### config.mk
export PLATFORM = sky130hd
export DESIGN_NAME = hmmm_host_if
export DESIGN_NICKNAME = d
export VERILOG_FILES = /design/src/rtl/hmmm_host_if.sv
export SDC_FILE = /design/constraint.sdc
export NUM_CORES = 1
export LEC_CHECK = 0
export ABC_CLOCK_PERIOD_IN_PS = 6560
export BUFFER_PORTS_ARGS = -buffer_cell sky130_fd_sc_hd__buf_2
export CAP_MARGIN = 20
export CORE_ASPECT_RATIO = 0.7
export CORE_MARGIN = 10
export CORE_UTILIZATION = 45
export DETAILED_ROUTE_END_ITERATION = 7
export PLACE_DENSITY = 0.64
export SLEW_MARGIN = 40
export SYNTH_ARGS = -nofsm -noshare
export SYNTH_HDL_FRONTEND = slang
export SYNTH_SLANG_ARGS = --single-unit
### constraint.sdc
create_clock -name clk -period 6.56 [get_ports clk]
set_clock_uncertainty 0.05 [all_clocks]
set_input_delay 0.328 -clock clk [delete_from_list [all_inputs] [get_ports clk]]
set_output_delay 0.328 -clock clk [all_outputs]
set_load 0.02 [all_outputs]
### src/rtl/hmmm_host_if.sv
// Host-side controller for the hmmm core: loads program words over the shared
// bus, resets and runs the core, and serves core I/O from input/output FIFOs.
// Optional feature macro: HMMM_HOST_CYCLE_CNT_EN enables the run_cycles counter.
module hmmm_host_if #(
    parameter int unsigned WIDTH      = 16,
    parameter int unsigned ADDR_W     = 8,
    parameter int unsigned IN_DEPTH   = 4,
    parameter int unsigned OUT_DEPTH  = 4,
    parameter int unsigned RST_CYCLES = 2
) (
    input  logic              clk,
    input  logic              rst_n,
    input  logic              prog_valid,
    output logic              prog_ready,
    input  logic [ADDR_W-1:0] prog_addr,
    input  logic [WIDTH-1:0]  prog_data,
    input  logic              start,
    output logic              busy,
    output logic              halted,
    output logic              core_rst,
    output logic              core_pgrm_addr,
    output logic              core_pgrm_data,
    input  logic              core_read,
    input  logic              core_write,
    input  logic              core_halt,
    output logic              core_stall,
    input  logic [WIDTH-1:0]  bus_in,
    output logic [WIDTH-1:0]  bus_out,
    output logic              bus_oe,
    input  logic              in_valid,
    output logic              in_ready,
    input  logic [WIDTH-1:0]  in_data,
    output logic              out_valid,
    input  logic              out_ready,
    output logic [WIDTH-1:0]  out_data,
    output logic [31:0]       run_cycles
);

    localparam int unsigned IPW = $clog2(IN_DEPTH);
    localparam int unsigned OPW = $clog2(OUT_DEPTH);
    localparam int unsigned CW  = $clog2(RST_CYCLES + 1);

    typedef enum logic [2:0] {
        StIdle, StLdAddr, StLdData, StCrst, StRun, StHalted
    } state_e;

    state_e            state_q, state_d;
    logic              ret_halt_q, ret_halt_d;  // LD_DATA returns to HALTED, not IDLE
    logic [ADDR_W-1:0] addr_q, addr_d;
    logic [WIDTH-1:0]  data_q, data_d;
    logic [CW-1:0]     rst_cnt_q, rst_cnt_d;

    logic [WIDTH-1:0]  in_mem_q [IN_DEPTH];
    logic [WIDTH-1:0]  in_mem_d [IN_DEPTH];
    logic [IPW-1:0]    in_wr_q, in_wr_d, in_rd_q, in_rd_d;
    logic [IPW:0]      in_cnt_q, in_cnt_d;
    logic [WIDTH-1:0]  out_mem_q [OUT_DEPTH];
    logic [WIDTH-1:0]  out_mem_d [OUT_DEPTH];
    logic [OPW-1:0]    out_wr_q, out_wr_d, out_rd_q, out_rd_d;
    logic [OPW:0]      out_cnt_q, out_cnt_d;

    logic in_empty, in_full, in_push, in_pop;
    logic out_empty, out_full, out_push, out_pop;

    assign in_empty  = (in_cnt_q == '0);
    assign in_full   = (in_cnt_q == (IPW+1)'(IN_DEPTH));
    assign in_ready  = !in_full;
    assign in_push   = in_valid && !in_full;
    assign out_empty = (out_cnt_q == '0);
    assign out_full  = (out_cnt_q == (OPW+1)'(OUT_DEPTH));
    assign out_valid = !out_empty;
    assign out_data  = out_mem_q[out_rd_q];
    assign out_pop   = out_valid && out_ready;
    assign busy      = (state_q != StIdle) && (state_q != StHalted);
    assign halted    = (state_q == StHalted);

    // Next-state and bus/core control outputs
    always_comb begin
        state_d        = state_q;
        ret_halt_d     = ret_halt_q;
        addr_d         = addr_q;
        data_d         = data_q;
        rst_cnt_d      = rst_cnt_q;
        prog_ready     = 1'b0;
        core_rst       = 1'b1;
        core_pgrm_addr = 1'b0;
        core_pgrm_data = 1'b0;
        core_stall     = 1'b0;
        bus_oe         = 1'b0;
        bus_out        = '0;
        in_pop         = 1'b0;
        out_push       = 1'b0;
        unique case (state_q)
            StIdle, StHalted: begin
                // Not ready while reset is asserted, even though the state reads IDLE
                prog_ready = rst_n;
                if (prog_valid) begin
                    addr_d     = prog_addr;
                    data_d     = prog_data;
                    ret_halt_d = (state_q == StHalted);
                    state_d    = StLdAddr;
                end else if (start) begin
                    rst_cnt_d = '0;
                    state_d   = StCrst;
                end
            end
            StLdAddr: begin
                bus_oe         = 1'b1;
                bus_out        = WIDTH'(addr_q);
                core_pgrm_addr = 1'b1;
                state_d        = StLdData;
            end
            StLdData: begin
                bus_oe         = 1'b1;
                bus_out        = data_q;
                core_pgrm_data = 1'b1;
                state_d        = ret_halt_q ? StHalted : StIdle;
            end
            StCrst: begin
                if (rst_cnt_q == CW'(RST_CYCLES - 1)) state_d = StRun;
                else rst_cnt_d = rst_cnt_q + CW'(1);
            end
            StRun: begin
                core_rst = 1'b0;
                // Halt wins over any I/O request in the same cycle
                if (core_halt) begin
                    state_d = StHalted;
                end else if (core_read) begin
                    if (!in_empty) begin
                        bus_oe  = 1'b1;
                        bus_out = in_mem_q[in_rd_q];
                        in_pop  = 1'b1;
                    end else begin
                        core_stall = 1'b1;
                    end
                end else if (core_write) begin
                    if (!out_full) out_push = 1'b1;
                    else core_stall = 1'b1;
                end
            end
            default: state_d = StIdle;
        endcase
    end

    // FIFO pointer, count and storage updates
    always_comb begin
        in_mem_d  = in_mem_q;
        in_wr_d   = in_wr_q;
        in_rd_d   = in_rd_q;
        out_mem_d = out_mem_q;
        out_wr_d  = out_wr_q;
        out_rd_d  = out_rd_q;
        if (in_push) begin
            in_mem_d[in_wr_q] = in_data;
            in_wr_d           = in_wr_q + IPW'(1);
        end
        if (in_pop) in_rd_d = in_rd_q + IPW'(1);
        if (out_push) begin
            out_mem_d[out_wr_q] = bus_in;
            out_wr_d            = out_wr_q + OPW'(1);
        end
        if (out_pop) out_rd_d = out_rd_q + OPW'(1);
        in_cnt_d  = in_cnt_q + (IPW+1)'(in_push) - (IPW+1)'(in_pop);
        out_cnt_d = out_cnt_q + (OPW+1)'(out_push) - (OPW+1)'(out_pop);
    end

    // State registers
    always_ff @(posedge clk or negedge rst_n) begin
        if (!rst_n) begin
            state_q    <= StIdle;
            ret_halt_q <= 1'b0;
            addr_q     <= '0;
            data_q     <= '0;
            rst_cnt_q  <= '0;
            in_mem_q   <= '{default: '0};
            in_wr_q    <= '0;
            in_rd_q    <= '0;
            in_cnt_q   <= '0;
            out_mem_q  <= '{default: '0};
            out_wr_q   <= '0;
            out_rd_q   <= '0;
            out_cnt_q  <= '0;
        end else begin
            state_q    <= state_d;
            ret_halt_q <= ret_halt_d;
            addr_q     <= addr_d;
            data_q     <= data_d;
            rst_cnt_q  <= rst_cnt_d;
            in_mem_q   <= in_mem_d;
            in_wr_q    <= in_wr_d;
            in_rd_q    <= in_rd_d;
            in_cnt_q   <= in_cnt_d;
            out_mem_q  <= out_mem_d;
            out_wr_q   <= out_wr_d;
            out_rd_q   <= out_rd_d;
            out_cnt_q  <= out_cnt_d;
        end
    end

`ifdef HMMM_HOST_CYCLE_CNT_EN
    logic [31:0] cyc_q, cyc_d;

    // Count unstalled RUN cycles; clear on CRST entry, saturate at all-ones
    always_comb begin
        cyc_d = cyc_q;
        if (state_q != StCrst && state_d == StCrst) cyc_d = '0;
        else if (state_q == StRun && !core_stall && cyc_q != 32'hFFFF_FFFF) cyc_d = cyc_q + 32'd1;
    end

    // Cycle counter register
    always_ff @(posedge clk or negedge rst_n) begin
        if (!rst_n) cyc_q <= '0;
        else cyc_q <= cyc_d;
    end

    assign run_cycles = cyc_q;
`else
    assign run_cycles = '0;
`endif

endmodule
* Yosys cells after proc, flatten, opt, wreduce, memory -nomap -nowiden
Cells that the tools add are included.
** Cells by class
- $add $sub $neg :: 9
- Magnitude comparators :: 6
- Equality and inequality tests :: 15
- Multiplexer cells :: 46
- Bitwise operators :: 4
- Reduce and logical (&&, ||, !) cells :: 17
** Operators with widths (count)
- $mux W16 :: 9
- $bwmux W64 :: 2
- $bmux W16 S2 :: 2
- $demux W16 S2 :: 2
- $pmux W16 S3 :: 1
- $mux W1 :: 19
- $mux W3 :: 5
- $pmux W3 S5 :: 1
- $eq A3 B3 Y1 const B :: 4
- $ge A3 B3 Y1 const B :: 4
- $not A2 Y3 :: 4
- $add A2 B1 Y2 const B :: 5
- $ne A2 B2 Y1 const B :: 5
- $logic_not A3 Y1 :: 3
- $add A3 B1 Y3 :: 2
- $eq A3 B2 Y1 const B :: 2
- $lt A3 B1 Y1 const B :: 2
- $mux W2 :: 3
- $ne A3 B3 Y1 const B :: 2
- $sub A3 B1 Y3 :: 2
- $logic_and A1 B1 Y1 :: 5
- $pmux W2 S2 :: 1
- $reduce_and A4 Y1 :: 1
- $reduce_or A2 Y1 :: 2
- other kinds (8) :: 9
** Word-level totals
- Bits in registers :: 172
- Input port bits :: 65
- Word-level logic and storage cells :: 116

* Depth between registers and ports, before layout
- Word-level depth :: 8
- Gate-level depth with buffers :: 11

* Worst setup path before layout
Ideal clock, no wire load.
- Path kind :: register to register
- Start point :: reg state_q[1]
- End point :: reg in_cnt_q[2]
- Arrival :: 2.735 ns
- Path slack :: 3.653 ns
- Stages on the path, launching flop included :: 12
- Cells stage by stage :: dfrtp_1 -> or4b_1 -> buf_6 -> nor2_1 -> buf_2 -> ha_1 -> inv_1 -> ha_1 -> inv_1 -> fa_1 -> xnor2_1 -> xnor2_1
** On the way
- Word-level cells in the longest chain between the ends :: 3
** Ends and longest elaborated chain
- start, declared :: RTL line 47 : state_e state_q, state_d;
- start signal, assigned :: RTL line 170 : state_q <= StIdle;
- start signal, assigned :: RTL line 184 : state_q <= state_d;
- $eq A3 B3 Y1 :: RTL line 93 : unique case (state_q)
- $mux W1 :: RTL line 93
- named net in_pop :: RTL line 62 : logic in_empty, in_full, in_push, in_pop;
- $sub A3 B1 Y3 :: RTL line 163 : in_cnt_d = in_cnt_q + (IPW+1)'(in_push) - (IPW+1)'(in_pop);
- named net in_cnt_d[2] :: RTL line 56 : logic [IPW:0] in_cnt_q, in_cnt_d;
- end signal, assigned :: RTL line 192 : in_cnt_q <= in_cnt_d;
- end, declared :: RTL line 56
The timed path passes the listed nets, and every way through them passes these cells.
A chain may end at the register's enable or synchronous reset.

* Worst setup path after layout
- Start point :: reg state_q[2]
- End point :: reg out_cnt_q[2]
** On the way
- Word-level cells in the longest chain between the ends :: 4
** Ends and longest elaborated chain
- $eq A3 B3 Y1 :: RTL line 93
- $mux W1 :: RTL line 93
- $add A3 B1 Y3 :: RTL line 164 : out_cnt_d = out_cnt_q + (OPW+1)'(out_push) - (OPW+1)'(out_pop);
- $sub A3 B1 Y3 :: RTL line 164
- named net out_cnt_d[2] :: RTL line 60 : logic [OPW:0] out_cnt_q, out_cnt_d;
- end signal, assigned :: RTL line 196 : out_cnt_q <= out_cnt_d;
- end, declared :: RTL line 60
The timed path passes the listed nets, and every way through them passes these cells.

==> flow_summary.yaml <==
critical_path:
  rrSetupSlack_ps: 2910
  cp-end-kind: "flip-flop"
  path_class: "flip-flop to flip-flop"
  crit_chain: "or4b_1 > nor4b_1 > inv_1 > ha_1 > inv_1 > ha_1 > inv_1 > fa_1 > xnor2_1 > xnor2_1"
  start_kind: "flip-flop"
  cp_slowest_stage_delay_ps: 760
  cp_data_required_time_ps: 6860
  arrival_ps: 3950
  critPathMaxFanout: 20
  cp_num_buf_inv: 3
  critPathTopFamily: "simple AND/OR/NAND/NOR gates"
  cp_slowest_cell: "dfrtp_1"
  cpMostUsedCell: "inv_1"
global_route:
  grt_max_degree: 77
  antenna_found_initial: 3
  grt-ovfl-total: 0
  track_usage_pct: 15.3
  grt_pass1_vias: 5284
  grt_first_pass_wirelength_um: 29200
power_and_ir_drop:
  p_int_mw: 2.83
  power.density_nw_per_um2: 452
  p_seq_share_pct: 41.7
  p_leak_nw: 4.40
  sw_frac_of_total_pct: 33.5
  power_frac_comb_pct: 33.7
  switchingPower_mw: 1.43
  totalPowerFinal_mw: 4.26
  ir_drop_uv: 180
  clkPwrFrac_pct: 24.6
timing:
  fin_crit_ps: 3650
  tns_ps: 0
  tightest_slew_ps: 748
  rsz0062_at_grt: "false"
  fmax_mhz: 274
  slew_headroom_pct: 49.9
  drv_slew: 0
  finalHoldViolCount: 0
  setup_viol: 0
  period_share_pct: 55.6
yosys:
  async_reset_ff_share_pct: 100
  ys.flop_type: "dfrtp_1"
  seq_area_frac_synth_pct: 52.8
  synth_seq_cells: 172
  ys_types: 42
  synthTopCellsByArea: "dfrtp_1 (53%), mux2_2 (21%), mux4_2 (8.8%)"
  synth-edff-count: 0
  synthCells: 547
  yosysWarnings: 0
  yosys.cell_count.top_type: "dfrtp_1"
  ys_top_cells_by_count: "dfrtp_1 (172), mux2_2 (154), buf_4 (32), mux4_2 (32), inv_1 (17)"
  syn_area_um2: 8160
  synth_largest_area_cell: "dfrtp_1"
  syn_avg_cell_area_um2: 14.9
  yosysTopAreaCellShare_pct: 52.8
clock_network:
  insertion_delay_ps: 420
  htreeDepth: 4
  clock_sinks: 172
  cts_max_path_buffers: 2
  tritoncts: "built"
  cts-root-buf: "clkbuf_16"
  cts_made_buffers: 17
  post_cts_buffers: 0
  cts.clk_slew.worst_paths_ps: 70
floorplan:
  die_width_um: 181
  die_area_um2: 24000
  floorplan.initialDensity_pct: 45.6
  coreArea_um2: 17900
  die_h_um: 133
  num_rows: 41
  ios: 139
routing:
  drt_pass1_iterations: 5
  post_drt_wl_per_cell_um: 20.3
  wirelength_um: 18300
  detail_route.vias_per_cell: 5.36
  first_iter_violations: 215
  vias: 4822
  drtAntennaViolNets: 0
  drcViolationCount: 0
worst_hold_path:
  min_path_type: "input pin to flip-flop"
cells_and_area:
  syn2layout_area_growth_pct: 15.5
  nNetsFinal: 730
  drive_gt1_share_pct: 52.5
placed_design:
  gp_congestion: 0.808
  dpl.hpwl_um: 13100
  io_buffers: 106
job:
  maxCapViolCount: 0
outcome:
  status: "complete, no violations"
==> layout make-up <==
class                           instances  area (um^2)
Tap cell                              236          295
Clock inverter                         14          184
Clock buffer                           18          429
Antenna cell                            1         2.50
Inverter                               17         63.8
Sequential cell                       172         4310
Timing Repair Buffer                  115          611
Multi-Input combinational cell        327         3530
Fill cell                            1460         8480
==> flip-flops by register name (all words and copies together) (netlist names) <==
signal      count
addr_q          8
data_q         16
in_cnt_q        3
in_mem_q       64
in_rd_q         2
in_wr_q         2
out_cnt_q       3
out_mem_q      64
out_rd_q        2
out_wr_q        2
ret_halt_q      1
rst_cnt_q       2
state_q         3
==> metrics by stage <==
stage	utilization (%)	instance area [um^2]	instances	hold slack (ps)	setup WS, ps
floorplan	-	8270	578	-17.6	3650
global placement	48.9	8760	866	237	3130
detailed placement	49.1	8790	866	250	2940
CTS	52.6	9410	899	64.2	2890
global route	52.6	9420	900	67.6	2620
finish	52.6	9420	900	82.6	2910
==> placed cells by master (no fill, tap or decap), drive strengths merged, types with 4 or more instances in the layout <==
| cell type | n |
|---|---|
| a22o | 8 |
| a22oi | 9 |
| buf | 114 |
| clkbuf | 18 |
| clkinv | 5 |
| conb | 32 |
| dfrtp | 172 |
| ha | 13 |
| inv | 23 |
| mux2 | 154 |
| mux4 | 32 |
| nand2 | 10 |
| nand3 | 4 |
| nor4 | 4 |
| o21ai | 4 |
| o2bb2ai | 9 |
| xnor2 | 9 |
==> layer usage <==
metal	part of all wire (%)	vias to the layer above	GRT usage (%)
met5	0.15	-	0
met4	0.75	4	3.82
met3	7.1	14	5.53
met2	48	114	24.2
met1	44	2545	19.6
li1	-	2145	-
==> cell families (layout without fill, tap and decap cells) <==
logic type                 after synthesis  count (layout)  share of synthesized area, %
muxes                                  187             187                          30.2
DFF                                    172             172                          52.8
buffers and inverters                   79             164                          5.71
and+or+nand+nor                         41              41                          3.68
AOI/OAI and AO/OA                       40              40                          3.79
adders and majority gates               16              16                          2.61
xor gates and xnor gates                11              11                          1.18
other                                    1              33                        0.0460
==> power by group through the flow <==
stage                     Clock, mW  Combinational [mW]  Sequential (mW)
after CTS                      1.07                1.46             1.78
final                          1.05                1.44             1.77
after detailed placement          0                1.45             1.80
after global routing           1.12                1.55             1.84
after global placement            0                1.39             1.76
after floorplan                   0                1.20             1.61
==> path summary, 6_finish.rpt <==
check | to | depth (start not counted) | start
max in group asynchronous | addr_q[3] | 3 | rst_n
setup reg to reg | out_cnt_q[2] | 10 | state_q[2]
min in group asynchronous | out_mem_q[24] | 2 | rst_n
setup / recovery | out_cnt_q[2] | 10 | state_q[2]
hold / removal | data_q[5] | 2 | prog_data[5]
hold reg to reg | rst_cnt_q[0] | 1 | rst_cnt_q[0]
==> what timing repair did <==
item,4_1_cts,5_1_grt
hold endpoints to repair,46,0
hold buffers,1,0
gates resized for setup,0,0
Note: power is estimated with default switching activity, not from simulation.
